--- config.mk ---
export PLATFORM = sky130hd
export DESIGN_NAME = rob_tag_table_flat
export DESIGN_NICKNAME = d
export VERILOG_FILES = /design/src/rtl/rob_tag_table_pkg.sv /design/src/rtl/rob_tag_table_if.sv /design/src/rtl/rob_tag_entry.sv /design/src/rtl/rob_tag_table.sv /design/src/flat_wrapper.sv
export SDC_FILE = /design/constraint.sdc
export NUM_CORES = 1
export LEC_CHECK = 0
export BUFFER_PORTS_ARGS = -buffer_cell sky130_fd_sc_hd__buf_2
export CAP_MARGIN = 20
export CORE_ASPECT_RATIO = 0.5
export CORE_MARGIN = 2
export CORE_UTILIZATION = 45
export CTS_BUF_LIST = sky130_fd_sc_hd__clkbuf_8
export DETAILED_ROUTE_END_ITERATION = 6
export GPL_TIMING_DRIVEN = 0
export PLACE_DENSITY = 0.69
export SLEW_MARGIN = 20
export SYNTH_ARGS = -nofsm -noshare
export SYNTH_HDL_FRONTEND = slang
export SYNTH_SLANG_ARGS = --single-unit
--- constraint.sdc ---
create_clock -name clk -period 2.48 [get_ports clk]
set_input_delay 0.372 -clock clk [delete_from_list [all_inputs] [get_ports clk]]
set_output_delay 0.372 -clock clk [all_outputs]
set_load 0.01 [all_outputs]
--- src/rtl/rob_tag_table_pkg.sv ---
// Shared sizing and types for the register-status (rename) table.
// The ROB, forward unit and decode import the same widths from here.
package rob_tag_table_pkg;
  localparam int NUM_REGS        = 32;
  localparam int REG_ADDR_WIDTH  = $clog2(NUM_REGS);
  localparam int ROB_ENTRY_WIDTH = 4;

  typedef logic [REG_ADDR_WIDTH-1:0]  reg_addr_t;
  typedef logic [ROB_ENTRY_WIDTH-1:0] rob_id_t;
endpackage

--- src/rtl/rob_tag_table_if.sv ---
// Decode read ports, dispatch alloc, ROB commit and flush for the rename table.
interface rob_tag_table_if;
  import rob_tag_table_pkg::*;

  reg_addr_t             rs1_addr;
  reg_addr_t             rs2_addr;
  rob_id_t               rs1_rob_entry;
  logic                  rs1_rob_entry_valid;
  rob_id_t               rs2_rob_entry;
  logic                  rs2_rob_entry_valid;
  logic                  alloc_en;
  reg_addr_t             alloc_rd;
  rob_id_t               alloc_rob_id;
  logic                  commit_en;
  reg_addr_t             commit_rd;
  rob_id_t               commit_rob_id;
  logic                  flush;
  logic [NUM_REGS-1:0]   busy_vector;

  modport master (
    output rs1_addr, rs2_addr, alloc_en, alloc_rd, alloc_rob_id,
           commit_en, commit_rd, commit_rob_id, flush,
    input  rs1_rob_entry, rs1_rob_entry_valid, rs2_rob_entry, rs2_rob_entry_valid,
           busy_vector
  );

  modport slave (
    input  rs1_addr, rs2_addr, alloc_en, alloc_rd, alloc_rob_id,
           commit_en, commit_rd, commit_rob_id, flush,
    output rs1_rob_entry, rs1_rob_entry_valid, rs2_rob_entry, rs2_rob_entry_valid,
           busy_vector
  );
endinterface

--- src/rtl/rob_tag_entry.sv ---
// One architectural register's mapping: producer ROB tag plus valid bit.
// Update order: rst, flush, alloc, commit; alloc beats commit so the newer producer survives.
module rob_tag_entry
  import rob_tag_table_pkg::*;
(
  input  logic    clk,
  input  logic    rst,
  input  logic    flush,
  input  logic    alloc_hit,
  input  logic    commit_hit,
  input  rob_id_t alloc_rob_id,
  output rob_id_t tag,
  output logic    valid
);
  always_ff @(posedge clk) begin
    if (rst) begin
      tag   <= '0;
      valid <= 1'b0;
    end else if (flush) begin
      valid <= 1'b0;
    end else if (alloc_hit) begin
      tag   <= alloc_rob_id;
      valid <= 1'b1;
    end else if (commit_hit) begin
      valid <= 1'b0;
    end
  end
endmodule

--- src/rtl/rob_tag_table.sv ---
// Rename table: per-register youngest in-flight producer, read combinationally by decode.
// x0 has no entry; its slot is tied off so reads of x0 come back invalid/zero.
module rob_tag_table
  import rob_tag_table_pkg::*;
(
  input logic             clk,
  input logic             rst,
  rob_tag_table_if.slave  bus
);
  rob_id_t [NUM_REGS-1:0] tags;
  logic    [NUM_REGS-1:0] valid;

  assign tags[0]  = '0;
  assign valid[0] = 1'b0;

  for (genvar r = 1; r < NUM_REGS; r++) begin : g_entry
    logic alloc_hit, commit_hit;
    // A commit only retires the mapping if it still names this producer; a younger
    // rename leaves a stale commit with nothing to clear.
    assign alloc_hit  = bus.alloc_en  && (bus.alloc_rd  == reg_addr_t'(r));
    assign commit_hit = bus.commit_en && (bus.commit_rd == reg_addr_t'(r)) &&
                        valid[r] && (tags[r] == bus.commit_rob_id);

    rob_tag_entry u_entry (
      .clk          (clk),
      .rst          (rst),
      .flush        (bus.flush),
      .alloc_hit    (alloc_hit),
      .commit_hit   (commit_hit),
      .alloc_rob_id (bus.alloc_rob_id),
      .tag          (tags[r]),
      .valid        (valid[r])
    );
  end

  // Invalid mappings read as zero rather than exposing the stale tag.
  assign bus.rs1_rob_entry_valid = valid[bus.rs1_addr];
  assign bus.rs1_rob_entry       = valid[bus.rs1_addr] ? tags[bus.rs1_addr] : '0;
  assign bus.rs2_rob_entry_valid = valid[bus.rs2_addr];
  assign bus.rs2_rob_entry       = valid[bus.rs2_addr] ? tags[bus.rs2_addr] : '0;
  assign bus.busy_vector         = valid;
endmodule
--- src/flat_wrapper.sv ---
// flat-port wrapper written by rule: the top's interface ports become plain ports
module rob_tag_table_flat import rob_tag_table_pkg::*;
  (clk, rst, bus_rs1_addr, bus_rs2_addr, bus_alloc_en, bus_alloc_rd, bus_alloc_rob_id, bus_commit_en, bus_commit_rd, bus_commit_rob_id, bus_flush, bus_rs1_rob_entry, bus_rs1_rob_entry_valid, bus_rs2_rob_entry, bus_rs2_rob_entry_valid, bus_busy_vector);
  rob_tag_table_if bus_i ();
  input logic clk;
  input logic rst;
  input wire logic [$bits(bus_i.rs1_addr)-1:0] bus_rs1_addr;
  input wire logic [$bits(bus_i.rs2_addr)-1:0] bus_rs2_addr;
  input wire logic [$bits(bus_i.alloc_en)-1:0] bus_alloc_en;
  input wire logic [$bits(bus_i.alloc_rd)-1:0] bus_alloc_rd;
  input wire logic [$bits(bus_i.alloc_rob_id)-1:0] bus_alloc_rob_id;
  input wire logic [$bits(bus_i.commit_en)-1:0] bus_commit_en;
  input wire logic [$bits(bus_i.commit_rd)-1:0] bus_commit_rd;
  input wire logic [$bits(bus_i.commit_rob_id)-1:0] bus_commit_rob_id;
  input wire logic [$bits(bus_i.flush)-1:0] bus_flush;
  output wire logic [$bits(bus_i.rs1_rob_entry)-1:0] bus_rs1_rob_entry;
  output wire logic [$bits(bus_i.rs1_rob_entry_valid)-1:0] bus_rs1_rob_entry_valid;
  output wire logic [$bits(bus_i.rs2_rob_entry)-1:0] bus_rs2_rob_entry;
  output wire logic [$bits(bus_i.rs2_rob_entry_valid)-1:0] bus_rs2_rob_entry_valid;
  output wire logic [$bits(bus_i.busy_vector)-1:0] bus_busy_vector;
  assign bus_i.rs1_addr = bus_rs1_addr;
  assign bus_i.rs2_addr = bus_rs2_addr;
  assign bus_i.alloc_en = bus_alloc_en;
  assign bus_i.alloc_rd = bus_alloc_rd;
  assign bus_i.alloc_rob_id = bus_alloc_rob_id;
  assign bus_i.commit_en = bus_commit_en;
  assign bus_i.commit_rd = bus_commit_rd;
  assign bus_i.commit_rob_id = bus_commit_rob_id;
  assign bus_i.flush = bus_flush;
  assign bus_rs1_rob_entry = bus_i.rs1_rob_entry;
  assign bus_rs1_rob_entry_valid = bus_i.rs1_rob_entry_valid;
  assign bus_rs2_rob_entry = bus_i.rs2_rob_entry;
  assign bus_rs2_rob_entry_valid = bus_i.rs2_rob_entry_valid;
  assign bus_busy_vector = bus_i.busy_vector;
  rob_tag_table u_core (.clk(clk), .rst(rst), .bus(bus_i));
endmodule
==> results of run 1 <==
==> worst register-to-register path, delay by kind of cell, from the launching register on <==
| kind | cells | cell delay (ps) |
|---|---|---|
| AO/OA/AOI/OAI | 2 | 810 |
| flip-flops | 1 | 380 |
| XOR/XNOR | 1 | 370 |
| AND/OR/NAND/NOR | 1 | 160 |
==> power groups by stage <==
stage	Combinational, W	Clock (W)	Sequential (W)
global route	0.000949	0.00203	0.00249
finish	0.000932	0.00194	0.00249
CTS	0.000875	0.00192	0.00249
global placement	0.000834	0	0.00258
detailed placement	0.000839	0	0.00258
floorplan	0.000528	0	0.00256
==> cells in the final DEF, fill, tap and decap left out, types with 4 or more instances in the layout <==
master / count
sky130_fd_sc_hd__nand2_1: 151
sky130_fd_sc_hd__a21oi_1: 129
sky130_fd_sc_hd__dfxtp_1: 92
sky130_fd_sc_hd__buf_2: 79
sky130_fd_sc_hd__xnor2_1: 77
sky130_fd_sc_hd__nand3_1: 75
sky130_fd_sc_hd__buf_4: 53
sky130_fd_sc_hd__clkbuf_1: 52
sky130_fd_sc_hd__mux4_2: 51
sky130_fd_sc_hd__nor2_1: 47
sky130_fd_sc_hd__xor2_1: 47
sky130_fd_sc_hd__mux2i_1: 45
sky130_fd_sc_hd__o21ai_0: 40
sky130_fd_sc_hd__dfxtp_2: 38
sky130_fd_sc_hd__dfxtp_4: 25
sky130_fd_sc_hd__o41ai_1: 23
sky130_fd_sc_hd__clkbuf_8: 17
sky130_fd_sc_hd__mux2_2: 16
sky130_fd_sc_hd__nand4_1: 16
sky130_fd_sc_hd__o22ai_1: 11
sky130_fd_sc_hd__nand2b_1: 11
sky130_fd_sc_hd__buf_1: 11
sky130_fd_sc_hd__nor2b_1: 9
sky130_fd_sc_hd__buf_6: 8
sky130_fd_sc_hd__a22o_1: 8
sky130_fd_sc_hd__a221oi_1: 8
sky130_fd_sc_hd__nor3b_1: 8
sky130_fd_sc_hd__o31ai_1: 8
sky130_fd_sc_hd__a31oi_1: 7
sky130_fd_sc_hd__mux4_1: 7
sky130_fd_sc_hd__clkbuf_2: 6
sky130_fd_sc_hd__a22oi_1: 6
sky130_fd_sc_hd__nor4bb_1: 6
sky130_fd_sc_hd__or2_2: 5
sky130_fd_sc_hd__or4_1: 5
sky130_fd_sc_hd__and3b_1: 4
sky130_fd_sc_hd__a211oi_2: 4
sky130_fd_sc_hd__nand3b_1: 4
sky130_fd_sc_hd__nand4b_1: 4
sky130_fd_sc_hd__inv_6: 4
==> path summary, 6_finish.rpt <==
| kind | start | end | slack [ps] | cells after the start |
|---|---|---|---|---|
| worst max-delay path | u_core.g_entry[19].u_entry.valid | bus_rs2_rob_entry[1] | -240 | 5 |
| worst min-delay path | bus_alloc_rob_id[0] | u_core.g_entry[1].u_entry.tag[0] | 150 | 3 |
| worst min register to register | u_core.g_entry[10].u_entry.tag[2] | u_core.g_entry[10].u_entry.tag[2] | 500 | 2 |
| worst max register to register | u_core.g_entry[23].u_entry.tag[3] | u_core.g_entry[23].u_entry.valid | 620 | 4 |
==> what timing repair did <==
action	CTS	global route
hold buffers	0	0
buffers inserted	10	3
pin swaps	7	4
resized for setup	115	14
endpoints found under the setup margin	10	10
==> state kept, by name, indices dropped and copies added (netlist names) <==
name,count
u_core.g_entry.u_entry.tag,124
u_core.g_entry.u_entry.valid,31
==> stage by stage <==
step	setup slack, ps	hold slack (ps)	area (sq um)
after floorplan	323.3	456.8	10560
after global placement	-617.2	482.1	11230
after detailed placement	-608.2	499.5	11230
after CTS	-215.2	121.2	11930
after global routing	-267.8	136.0	11990
final	-243.4	150.7	11990
==> cell type report <==
cell class | count | area [sq um] | area share [%]
well taps | 307 | 384.1 | 3.204
diodes | 1 | 2.502 | 0.02087
inverters | 1 | 3.754 | 0.03131
flip-flops and latches | 155 | 3244 | 27.06
multi-input cells | 887 | 6763 | 56.41
repair buffers | 71 | 406.6 | 3.392
clock inverters | 15 | 140.1 | 1.169
clock buffers | 17 | 234.0 | 1.952
plain buffers | 142 | 810.8 | 6.763
==> metal layers <==
layer / wire length, microns / up-vias / global-route usage (%)
met5: 107 / - / 0
met4: 824 / 2 / 7.956
met3: 10170 / 59 / 27.62
met2: 19350 / 840 / 53.23
met1: 23300 / 5317 / 63.81
li1: - / 4495 / -
==> kinds of logic (layout without fill, tap and decap cells) <==
group / count (synthesis) / in the layout / share of synthesized area [%]
xor+xnor: 124 / 124 / 10.28
simple gates: 383 / 383 / 18.83
compound gates: 259 / 259 / 15.01
mux: 120 / 120 / 18.90
buf+inv: 143 / 246 / 7.559
other cells: 1 / 2 / 0.03551
flops: 155 / 155 / 29.38
==> flow_summary.rst, run 1 <==
.. list-table::
   :header-rows: 1

   * - Metric
     - Value
   * - Result of the run
     - finished with violations
   * - Violated checks
     - setup timing
   * - CP Launch Type
     - flop
   * - Antenna violations before repair
     - 1
   * - Part of the total power dissipated in the clock network
     - 36.2%
   * - Clock buffer depth
     - 2
   * - Yosys Warn Count
     - 0
   * - Internal Power
     - 0.003569 W
   * - Part of the total power dissipated in sequential elements
     - 46.4%
   * - Maximum number of pins on one net before global-route repair
     - 17
   * - Setup slack of the critical path after layout
     - -243.4 ps
   * - Worst hold-check path type
     - input pin to flop
   * - Portion of the post-synthesis area used by sequential elements
     - approximately 30%
   * - Post-synthesis area per instance
     - 8.912 sq um
   * - Crit-path cells
     - mux4_2 -> a22o_1 -> a41oi_4 -> a32oi_1 -> buf_2
   * - Worst-case clock skew
     - 23.77 ps
   * - Final clock period utilization by the worst path
     - 109.8%
   * - Achievable frequency
     - 0.3672 GHz
   * - Clock network latency to the later pin of the worst-skew pair
     - roughly 530 ps
   * - Final net count
     - ~1,300
   * - Boundary pin count
     - 75
   * - Number of pins exceeding their max-slew limit in the final report
     - 0
   * - Cts bufs inserted
     - 17
   * - Cell Pwr Density
     - 447.8 nW/um^2
   * - Kind of end point of the critical path
     - primary output
   * - Via Count
     - 10,713
   * - All-Layer GR Usage
     - 43.80%
   * - GRT overflow
     - 0
   * - Number of enable-type register cells in the synthesized netlist
     - 0
   * - Initial Utilization
     - 46.04%
   * - Maximum fanout encountered on the critical timing path
     - 5
   * - Crit path arrival time
     - 2350 ps
   * - Flip-flop and latch count after synthesis
     - 155
   * - Floorplan die area
     - roughly 25,000 sq um
   * - X dimension of the die
     - 220.6 microns
   * - Die Y-Extent
     - between 100 and 150 microns
   * - Count of port buffers added during placement
     - 58
   * - Largest cells by area after synthesis
     - sky130_fd_sc_hd__dfxtp_1 29%, sky130_fd_sc_hd__mux4_2 9.6%, sky130_fd_sc_hd__xnor2_1 6.4%
   * - Avg WL per Cell
     - 33.68 microns
   * - H-tree depth reported by CTS
     - 4
   * - Startpoint-to-endpoint class of the critical path
     - flop to primary output
   * - Top_reg_cell synth
     - sky130_fd_sc_hd__dfxtp_1
   * - Finish-stage setup viols
     - 10
   * - Final Util
     - 52.28%
   * - Net load switching power
     - between 0.0015 and 0.002 W
   * - Remaining number of nets flagged by the antenna check after routing
     - 0
   * - Worst Tran Pin Value
     - 1159 ps
   * - Most instantiated cells after synthesis
     - 155 x sky130_fd_sc_hd__dfxtp_1, 151 x sky130_fd_sc_hd__nand2_1, 129 x sky130_fd_sc_hd__a21oi_1, 77 x sky130_fd_sc_hd__xnor2_1, 75 x sky130_fd_sc_hd__nand3_1
   * - Count of buffer and inverter cells on the critical path
     - 1
   * - Overall routed net length
     - 53.75 mm
   * - Number of instances in the synthesized netlist
     - 1,185
   * - Total negative slack for setup checks
     - -1587 ps
   * - Post-layout power
     - 0.005369 W
   * - Largest area contributor in the synthesized netlist
     - sky130_fd_sc_hd__dfxtp_1
   * - Wire length of the first global-routing pass
     - approximately 74 mm
   * - Kind of cell adding the most delay to the critical path
     - compound AO/OA/AOI/OAI gates
   * - Hold Violations, Final
     - 0
   * - Initial detailed-routing violation count
     - between 1,500 and 2,000
   * - Proportion of netlist area held by the largest area contributor
     - 29.38%
   * - Most frequent cell after synthesis
     - sky130_fd_sc_hd__dfxtp_1
   * - Highest-delay cell along the critical path
     - sky130_fd_sc_hd__mux4_2
   * - Fraction of registers with async set or reset after synthesis
     - 0%
   * - Biggest cell delay along the critical path
     - 550 ps
   * - Cell area after technology mapping
     - ~11,000 sq um
   * - Final Critical Period
     - 2723 ps
   * - Via count of the first global-routing pass
     - 9,787
   * - Filler-free cell count of the finished design
     - between 1,500 and 2,000
   * - Clock sink total
     - 155
   * - Setup repair after global routing missed its margin
     - yes
   * - Gpl congestion
     - 1.075
   * - Static leakage
     - 4.127 nW
   * - Rel. slew slack
     - 21.65%
   * - Root buffer selected by CTS
     - sky130_fd_sc_hd__clkbuf_8
   * - CORE AREA
     - between 20,000 and 25,000 sq um
   * - Area growth from synthesis to final layout
     - 13.53%
   * - TritonCTS clock tree
     - done
   * - Half-perimeter wire length after placement
     - ~42 mm
   * - Net switching fraction of the power
     - 33.53%
   * - Synthesized netlist net count
     - about 1,200
   * - Clock-pin transition on the worst setup and hold timing paths
     - 100 ps
   * - Number of distinct library cells after synthesis
     - 62
   * - Max-cap violations
     - 0
   * - Row cnt
     - 39
   * - Cell count after placement
     - between 1,500 and 2,000
   * - Peak ir drop on the vdd network
     - 0.5767 mV
   * - Fraction of layout instances using a drive strength above 1
     - a little over a quarter
   * - Logic pwr share
     - around 17%
   * - Detailed-route vias per instance
     - 6.712
   * - Filler Cells Inserted
     - 2,201
   * - Drc violations
     - 0
   * - CP Data Required Time
     - 2110 ps
   * - Router iterations before antenna repair
     - 6
Note: power is estimated with default switching activity, not from simulation.
==> run 2: changes to the inputs <==
--- a/config.mk
+++ b/config.mk
@@ -9,11 +9,11 @@
 export CAP_MARGIN = 20
 export CORE_ASPECT_RATIO = 0.5
 export CORE_MARGIN = 2
-export CORE_UTILIZATION = 45
-export CTS_BUF_LIST = sky130_fd_sc_hd__clkbuf_8
+export CORE_UTILIZATION = 30
+export CTS_BUF_LIST = sky130_fd_sc_hd__clkbuf_4 sky130_fd_sc_hd__clkbuf_8 sky130_fd_sc_hd__clkbuf_16
 export DETAILED_ROUTE_END_ITERATION = 6
 export GPL_TIMING_DRIVEN = 0
-export PLACE_DENSITY = 0.69
+export PLACE_DENSITY = 0.48
 export SLEW_MARGIN = 20
 export SYNTH_ARGS = -nofsm -noshare
 export SYNTH_HDL_FRONTEND = slang
==> run 2 against run 1 <==
Effect of this change: the flow still finishes with violations (setup timing); worst hold slack better by 51 ps; sequential share of layout area is 0.96 points lower; critical path depth stayed put; clock skew is 11 ps lower; cell area is 4.9% higher; sequential power hardly changed; register-to-register slack better by 20 ps; non-clock buffer count stayed put; combinational power is 1% higher; cell count is 11% higher; fmax is 4.2% higher; critical endpoint is now bus_rs2_rob_entry[2].
==> flow_summary.rst, run 2 (synthesized netlist as in run 1, its figures left out) <==
.. list-table::
   :header-rows: 1

   * - Metric
     - Value
   * - Worst R2R Start
     - u_core.g_entry[23].u_entry.tag[3]
   * - Final Critical Period
     - 2613 ps (-110.2 ps)
   * - Hold Worst Slack
     - 201.8 ps (+51.19 ps)
   * - Most common cell after layout, fill and taps aside
     - sky130_fd_sc_hd__nand2_1
   * - Peak ir drop on the vdd network
     - 0.3890 mV (-33%)
   * - CP Launch Type
     - flop
   * - Worst-case clock skew
     - 13.17 ps (-10.60 ps)
   * - Setup repair after global routing missed its margin
     - yes
   * - Cts bufs inserted
     - 17 (unchanged)
   * - Via count of the first global-routing pass
     - 9,857 (+0.72%)
   * - Filler Cells Inserted
     - 3,562 (+62%)
   * - Remaining number of nets flagged by the antenna check after routing
     - 0 (unchanged)
   * - Register with the most flip-flops
     - u_core.g_entry.u_entry.tag
   * - Fraction of layout instances using a drive strength above 1
     - 28.34% (+1.1 points)
   * - Static leakage
     - 4.282 nW (+3.8%)
   * - Area growth from synthesis to final layout
     - 19.05%
   * - Rel. slew slack
     - 19.94% (-1.7 points)
   * - Startpoint-to-endpoint class of the critical path
     - flop to primary output
   * - X dimension of the die
     - 269.3 microns (+22%)
   * - H-tree depth reported by CTS
     - 4 (unchanged)
   * - Violated checks
     - setup timing
   * - Initial Utilization
     - 30.53% (-16 points)
   * - Final net count
     - 1,308 (unchanged)
   * - Biggest cell delay along the critical path
     - 510 ps (-40 ps)
   * - Kind of end point of the critical path
     - primary output
   * - Detailed-route vias per instance
     - 6.033 (-10%)
   * - CP Data Required Time
     - 2110 ps (about the same)
   * - TritonCTS clock tree
     - done
   * - Hold Violations, Final
     - 0 (unchanged)
   * - Max-cap violations
     - 0 (unchanged)
   * - Number of pins exceeding their max-slew limit in the final report
     - 0 (unchanged)
   * - Half-perimeter wire length after placement
     - 43.49 mm (+4.2%)
   * - Kind of cell adding the most delay to the critical path
     - compound AO/OA/AOI/OAI gates
   * - Post-layout power
     - 0.006339 W (+18%)
   * - GRT overflow
     - 0 (unchanged)
   * - Drc violations
     - 0 (unchanged)
   * - Clock-pin transition on the worst setup and hold timing paths
     - 70 ps (-30 ps)
   * - Clock network latency to the later pin of the worst-skew pair
     - 470 ps (-60 ps)
   * - Floorplan die area
     - 36,810 sq um (+49%)
   * - Boundary pin count
     - 75 (unchanged)
   * - Maximum number of pins on one net before global-route repair
     - 17 (unchanged)
   * - Flip-flop count of the largest register, all copies and words added
     - 124 (unchanged)
   * - Largest registers
     - u_core.g_entry.u_entry.tag (124), u_core.g_entry.u_entry.valid (31)
   * - Highest-delay cell along the critical path
     - sky130_fd_sc_hd__mux4_2
   * - Die Y-Extent
     - 136.7 microns (+22%)
   * - Router iterations before antenna repair
     - 5 (-1)
   * - Result of the run
     - finished with violations
   * - Most frequent cells in the layout
     - 151 x sky130_fd_sc_hd__nand2_1, 129 x sky130_fd_sc_hd__a21oi_1, 80 x sky130_fd_sc_hd__dfxtp_1, 79 x sky130_fd_sc_hd__buf_2, 77 x sky130_fd_sc_hd__xnor2_1
   * - Clock sink total
     - 155 (unchanged)
   * - Worst setup path start
     - u_core.g_entry[20].u_entry.tag[2]
   * - Achievable frequency
     - 0.3827 GHz (+4.2%)
   * - Maximum fanout encountered on the critical timing path
     - 4 (-1)
   * - Final clock period utilization by the worst path
     - 105.4% (-4.4 points)
   * - Worst Tran Pin Value
     - 1201 ps (+41.45 ps)
   * - Setup slack of the critical path after layout
     - -133.1 ps (+110.2 ps)
   * - All-Layer GR Usage
     - 30.76% (-13 points)
   * - Crit-path cells
     - mux4_2 -> a22o_1 -> a221oi_2 -> a22oi_2 -> buf_2
   * - CORE AREA
     - 34,590 sq um (+51%)
   * - Finish-stage setup viols
     - 10 (unchanged)
   * - Total negative slack for setup checks
     - -832.1 ps (+754.4 ps)
   * - Antenna violations before repair
     - 5 (+4)
   * - Crit path arrival time
     - 2240 ps (-110 ps)
   * - Worst hold-check path type
     - input pin to flop
   * - Count of buffer and inverter cells on the critical path
     - 1 (unchanged)
   * - Clock buffer depth
     - 2 (unchanged)
   * - Cell Pwr Density
     - 504.2 nW/um^2 (+13%)
   * - Row cnt
     - 48 (+23%)
   * - Via Count
     - 10,649 (-0.60%)
   * - Wire length of the first global-routing pass
     - 77.12 mm (+4.7%)
   * - Avg WL per Cell
     - 32.39 microns (-3.8%)
   * - Final Util
     - 36.34% (-16 points)
   * - Root buffer selected by CTS
     - sky130_fd_sc_hd__clkbuf_16
   * - Overall routed net length
     - 57.17 mm (+6.4%)
   * - Count of port buffers added during placement
     - 58 (unchanged)
   * - Gpl congestion
     - 1.033 (-3.9%)
   * - Initial detailed-routing violation count
     - 1,497 (-19%)
   * - Critical hold path startpoint
     - bus_alloc_rob_id[1]
## run 2: stage by stage
step                std cells  instance area [sq um]  setup WS, ps
floorplan                1185                  10560         323.3
global placement         1718                  11440        -516.2
detailed placement       1718                  11450        -449.4
CTS                      1763                  12540        -122.4
global route             1763                  12570        -144.4
finish                   1765                  12570        -133.1
## run 2: path summary, 6_finish.rpt
check | cells after the start | to | slack, ps
setup / recovery | 5 | bus_rs2_rob_entry[2] | -130
hold / removal | 3 | u_core.g_entry[1].u_entry.tag[1] | 200
setup reg to reg | 4 | u_core.g_entry[23].u_entry.valid | 640
hold reg to reg | 2 | u_core.g_entry[6].u_entry.tag[3] | 500
## run 2: cell type report
cell class	count	area [sq um]	area share (%)
timing repair buffer	71	417.9	3.324
inverter	1	3.754	0.02986
clock buffer	17	425.4	3.384
antenna	2	5.005	0.03981
sequential	155	3282	26.10
multi-input combinational	887	6822	54.26
clock inverter	15	198.9	1.582
tap	475	594.3	4.727
buffer	142	823.3	6.549
## run 2: repair_timing
action                                  in CTS  in global routing
gates cloned                                 0                  0
pin swaps                                   15                  2
buffers inserted                            13                  0
hold buffers                                 0                  0
resized for setup                          146                 12
endpoints found under the setup margin      10                 10
## run 2: metal layers
metal  wire [microns]  global-route usage [%]  vias up
met4              851                   6.019        0
met1            25180                   43.33     5397
met2            22220                   41.95      691
met5                0                  0.5263        -
met3             8915                   14.79       72
li1                 -                       -     4489
## run 2: power by group
part	internal [W]	switching, W	leakage (nW)
clock	0.00163	0.00128	0.308
sequential	0.00246	0.0000245	1.30
combinational	0.000294	0.000648	2.68
## run 2: worst min-delay path, cell delays in order
cell and delay (ps):
sky130_fd_sc_hd__buf_2 140, sky130_fd_sc_hd__nand3_1 70, sky130_fd_sc_hd__a21oi_1 50
==> run 3: changes to the inputs <==
--- a/config.mk
+++ b/config.mk
@@ -7,13 +7,16 @@
 export LEC_CHECK = 0
 export BUFFER_PORTS_ARGS = -buffer_cell sky130_fd_sc_hd__buf_2
 export CAP_MARGIN = 20
+export CELL_PAD_IN_SITES_DETAIL_PLACEMENT = 0
+export CELL_PAD_IN_SITES_GLOBAL_PLACEMENT = 2
 export CORE_ASPECT_RATIO = 0.5
 export CORE_MARGIN = 2
 export CORE_UTILIZATION = 30
 export CTS_BUF_LIST = sky130_fd_sc_hd__clkbuf_4 sky130_fd_sc_hd__clkbuf_8 sky130_fd_sc_hd__clkbuf_16
 export DETAILED_ROUTE_END_ITERATION = 6
+export GPL_ROUTABILITY_DRIVEN = 0
 export GPL_TIMING_DRIVEN = 0
-export PLACE_DENSITY = 0.48
+export PLACE_DENSITY = 0.69
 export SLEW_MARGIN = 20
 export SYNTH_ARGS = -nofsm -noshare
 export SYNTH_HDL_FRONTEND = slang
==> run 3 against run 2 <==
Effect of this change: the flow still finishes with violations (setup timing); non-clock buffer count increased by 31; clock skew about the same; flip-flop and latch count unchanged; die area unchanged; sequential share of layout area decreased by 0.33 points; worst hold slack got worse by 28 ps; critical path type unchanged; highest routed layer unchanged.
==> flow_summary.rst, run 3 (synthesized netlist as in run 1, its figures left out) <==
.. list-table::
   :header-rows: 1

   * - Metric
     - Value
   * - Count of port buffers added during placement
     - 58 (unchanged)
   * - Crit path arrival time
     - 2250 ps (about the same)
   * - Half-perimeter wire length after placement
     - 40.75 mm (-6.3%)
   * - Initial Utilization
     - 30.53% (unchanged)
   * - Router iterations before antenna repair
     - 6 (+1)
   * - All-Layer GR Usage
     - 28.46% (-2.3 points)
   * - H-tree depth reported by CTS
     - 4 (unchanged)
   * - Maximum fanout encountered on the critical timing path
     - 4 (unchanged)
   * - Worst-case clock skew
     - 13.18 ps (+0.009400 ps)
   * - CP Data Required Time
     - 2110 ps (about the same)
   * - Via Count
     - 10,525 (-1.2%)
   * - Area growth from synthesis to final layout
     - 21.02%
   * - Final Critical Period
     - 2624 ps (+11.10 ps)
   * - Number of pins exceeding their max-slew limit in the final report
     - 0 (unchanged)
   * - Kind of cell adding the most delay to the critical path
     - simple AND/OR/NAND/NOR gates
   * - Area taken by multi-input logic gates
     - 6848 sq um (+0.39%)
   * - Initial detailed-routing violation count
     - 1,534 (+2.5%)
   * - Static leakage
     - 4.408 nW (+2.9%)
   * - Final clock period utilization by the worst path
     - 105.8% (+0.45 points)
   * - X dimension of the die
     - 269.3 microns (unchanged)
   * - Total negative slack for setup checks
     - -921.4 ps (-89.33 ps)
   * - Overall routed net length
     - 52.64 mm (-7.9%)
   * - Rel. slew slack
     - 26.03% (+6.1 points)
   * - Largest registers
     - u_core.g_entry.u_entry.tag (124), u_core.g_entry.u_entry.valid (31)
   * - Most frequent cells in the layout
     - 150 x sky130_fd_sc_hd__nand2_1, 129 x sky130_fd_sc_hd__a21oi_1, 82 x sky130_fd_sc_hd__buf_4, 82 x sky130_fd_sc_hd__dfxtp_1, 78 x sky130_fd_sc_hd__buf_2
   * - Antenna violations before repair
     - 1 (-4)
   * - Remaining number of nets flagged by the antenna check after routing
     - 0 (unchanged)
   * - Achievable frequency
     - 0.3811 GHz (-0.42%)
   * - Setup repair after global routing missed its margin
     - yes
   * - Clock-pin transition on the worst setup and hold timing paths
     - 70 ps (about the same)
   * - Boundary pin count
     - 75 (unchanged)
   * - Final net count
     - 1,339 (+2.4%)
   * - Clock sink total
     - 155 (unchanged)
   * - Wire length of the first global-routing pass
     - 73.24 mm (-5.0%)
   * - TritonCTS clock tree
     - done
   * - Maximum number of pins on one net before global-route repair
     - 17 (unchanged)
   * - Detailed-route vias per instance
     - 5.867 (-2.8%)
   * - Hold Worst Slack
     - 173.7 ps (-28.14 ps)
   * - GRT overflow
     - 0 (unchanged)
   * - Finish-stage setup viols
     - 8 (-2)
   * - Most common cell after layout, fill and taps aside
     - sky130_fd_sc_hd__nand2_1
   * - Row cnt
     - 48 (unchanged)
   * - Result of the run
     - finished with violations
   * - Flip-flop count of the largest register, all copies and words added
     - 124 (unchanged)
   * - Worst hold-check path type
     - input pin to flop
   * - CORE AREA
     - 34,590 sq um (unchanged)
   * - Fraction of layout instances using a drive strength above 1
     - 30.73% (+2.4 points)
   * - Crit-path cells
     - mux2_2 -> a221oi_1 -> or4_1 -> a22oi_2 -> buf_2
   * - Highest-delay cell along the critical path
     - sky130_fd_sc_hd__or4_1
   * - Violated checks
     - setup timing
   * - Worst Tran Pin Value
     - 1110 ps (-91.28 ps)
   * - Storage cell area
     - 3294 sq um (+0.38%)
   * - Count of buffer and inverter cells on the critical path
     - 1 (unchanged)
   * - Startpoint-to-endpoint class of the critical path
     - flop to primary output
   * - Clock buffer depth
     - 2 (unchanged)
   * - Root buffer selected by CTS
     - sky130_fd_sc_hd__clkbuf_16
   * - Max-cap violations
     - 0 (unchanged)
   * - Filler Cells Inserted
     - 3,635 (+2.0%)
   * - Kind of end point of the critical path
     - primary output
   * - Cell Pwr Density
     - 464.6 nW/um^2 (-7.9%)
   * - Cts bufs inserted
     - 17 (unchanged)
   * - CP Launch Type
     - flop
   * - Setup slack of the critical path after layout
     - -144.2 ps (-11.10 ps)
   * - Avg WL per Cell
     - 29.34 microns (-9.4%)
   * - Drc violations
     - 0 (unchanged)
   * - Register with the most flip-flops
     - u_core.g_entry.u_entry.tag
   * - Hold Violations, Final
     - 0 (unchanged)
   * - Die Y-Extent
     - 136.7 microns (unchanged)
   * - Floorplan die area
     - 36,810 sq um (unchanged)
   * - Peak ir drop on the vdd network
     - 0.3821 mV (-1.8%)
   * - Clock network latency to the later pin of the worst-skew pair
     - 470 ps (about the same)
   * - Biggest cell delay along the critical path
     - 530 ps (+20 ps)
   * - Via count of the first global-routing pass
     - 9,856 (-0.010%)
==> run 3: cell types whose count changed in the layout (fill, tap and decap cells not counted), sizes merged <==
cell,previous run,this run
buf,155,186
bufinv,3,0
clkbuf,75,77
clkinv,2,7
clkinvlp,1,2
diode,2,1
inv,10,4
==> run 3: path summary, 6_finish.rpt <==
check | slack, ps | startpoint | cells past startpoint | endpoint
max | -140 | u_core.g_entry[1].u_entry.tag[3] | 5 | bus_rs2_rob_entry[3]
min | 170 | bus_alloc_rob_id[3] | 3 | u_core.g_entry[10].u_entry.tag[3]
max reg2reg | 840 | u_core.g_entry[10].u_entry.tag[3] | 6 | u_core.g_entry[10].u_entry.valid
min reg2reg | 490 | u_core.g_entry[9].u_entry.tag[3] | 2 | u_core.g_entry[9].u_entry.tag[3]
==> run 3: layer usage <==
metal | GRT usage, % | vias to the layer above | wire [microns]
met5 | 0 | - | 0
met4 | 8.210 | 0 | 1242
met3 | 9.351 | 88 | 6783
met2 | 39.49 | 625 | 20390
met1 | 41.36 | 5261 | 24220
li1 | - | 4551 | -
==> run 3: what timing repair did <==
action,CTS,global route
buffers inserted,39,5
hold buffers,0,0
endpoints found under the setup margin,10,10
pin swaps,14,5
endpoints found under the hold margin,0,0
gates cloned,0,0
gates resized for setup,152,26
==> run 3: tightest hold or removal path, delay by kind of cell <==
kind                   cells  cell delay [ps]
AND/OR/NAND/NOR            1               60
buffers and inverters      1              120
AO/OA/AOI/OAI              1               50
==> run 3: per-stage QoR <==
step / cell area [sq um] / setup WS, ps / total power, W / util (%) / instances
floorplan: 10560 / 323.3 / 0.003092 / - / 1185
global placement: 11440 / -503.8 / 0.003396 / 33.08 / 1718
detailed placement: 11440 / -505.1 / 0.003401 / 33.08 / 1718
CTS: 12690 / -127.6 / 0.005917 / 36.68 / 1788
global route: 12780 / -144.6 / 0.006097 / 36.94 / 1793
finish: 12780 / -144.2 / 0.005937 / 36.94 / 1794
==> run 3: layout make-up <==
class / count / share of cell area, %
Antenna cell: 1 / 0.01958
Buffer: 142 / 6.481
Clock buffer: 19 / 3.544
Clock inverter: 12 / 0.7147
Inverter: 1 / 0.02937
Multi-Input combinational cell: 887 / 53.58
Sequential cell: 155 / 25.78
Tap cell: 475 / 4.650
Timing Repair Buffer: 102 / 5.199
==> run 3: report_power, final <==
part | switching, W | total, W | internal (W) | leakage [nW]
Sequential | 0.0000222 | 0.00248 | 0.00246 | 1.30
Clock | 0.00121 | 0.00254 | 0.00133 | 0.266
Combinational | 0.000613 | 0.000916 | 0.000303 | 2.84
Total | 0.00184 | 0.00594 | 0.00409 | 4.41
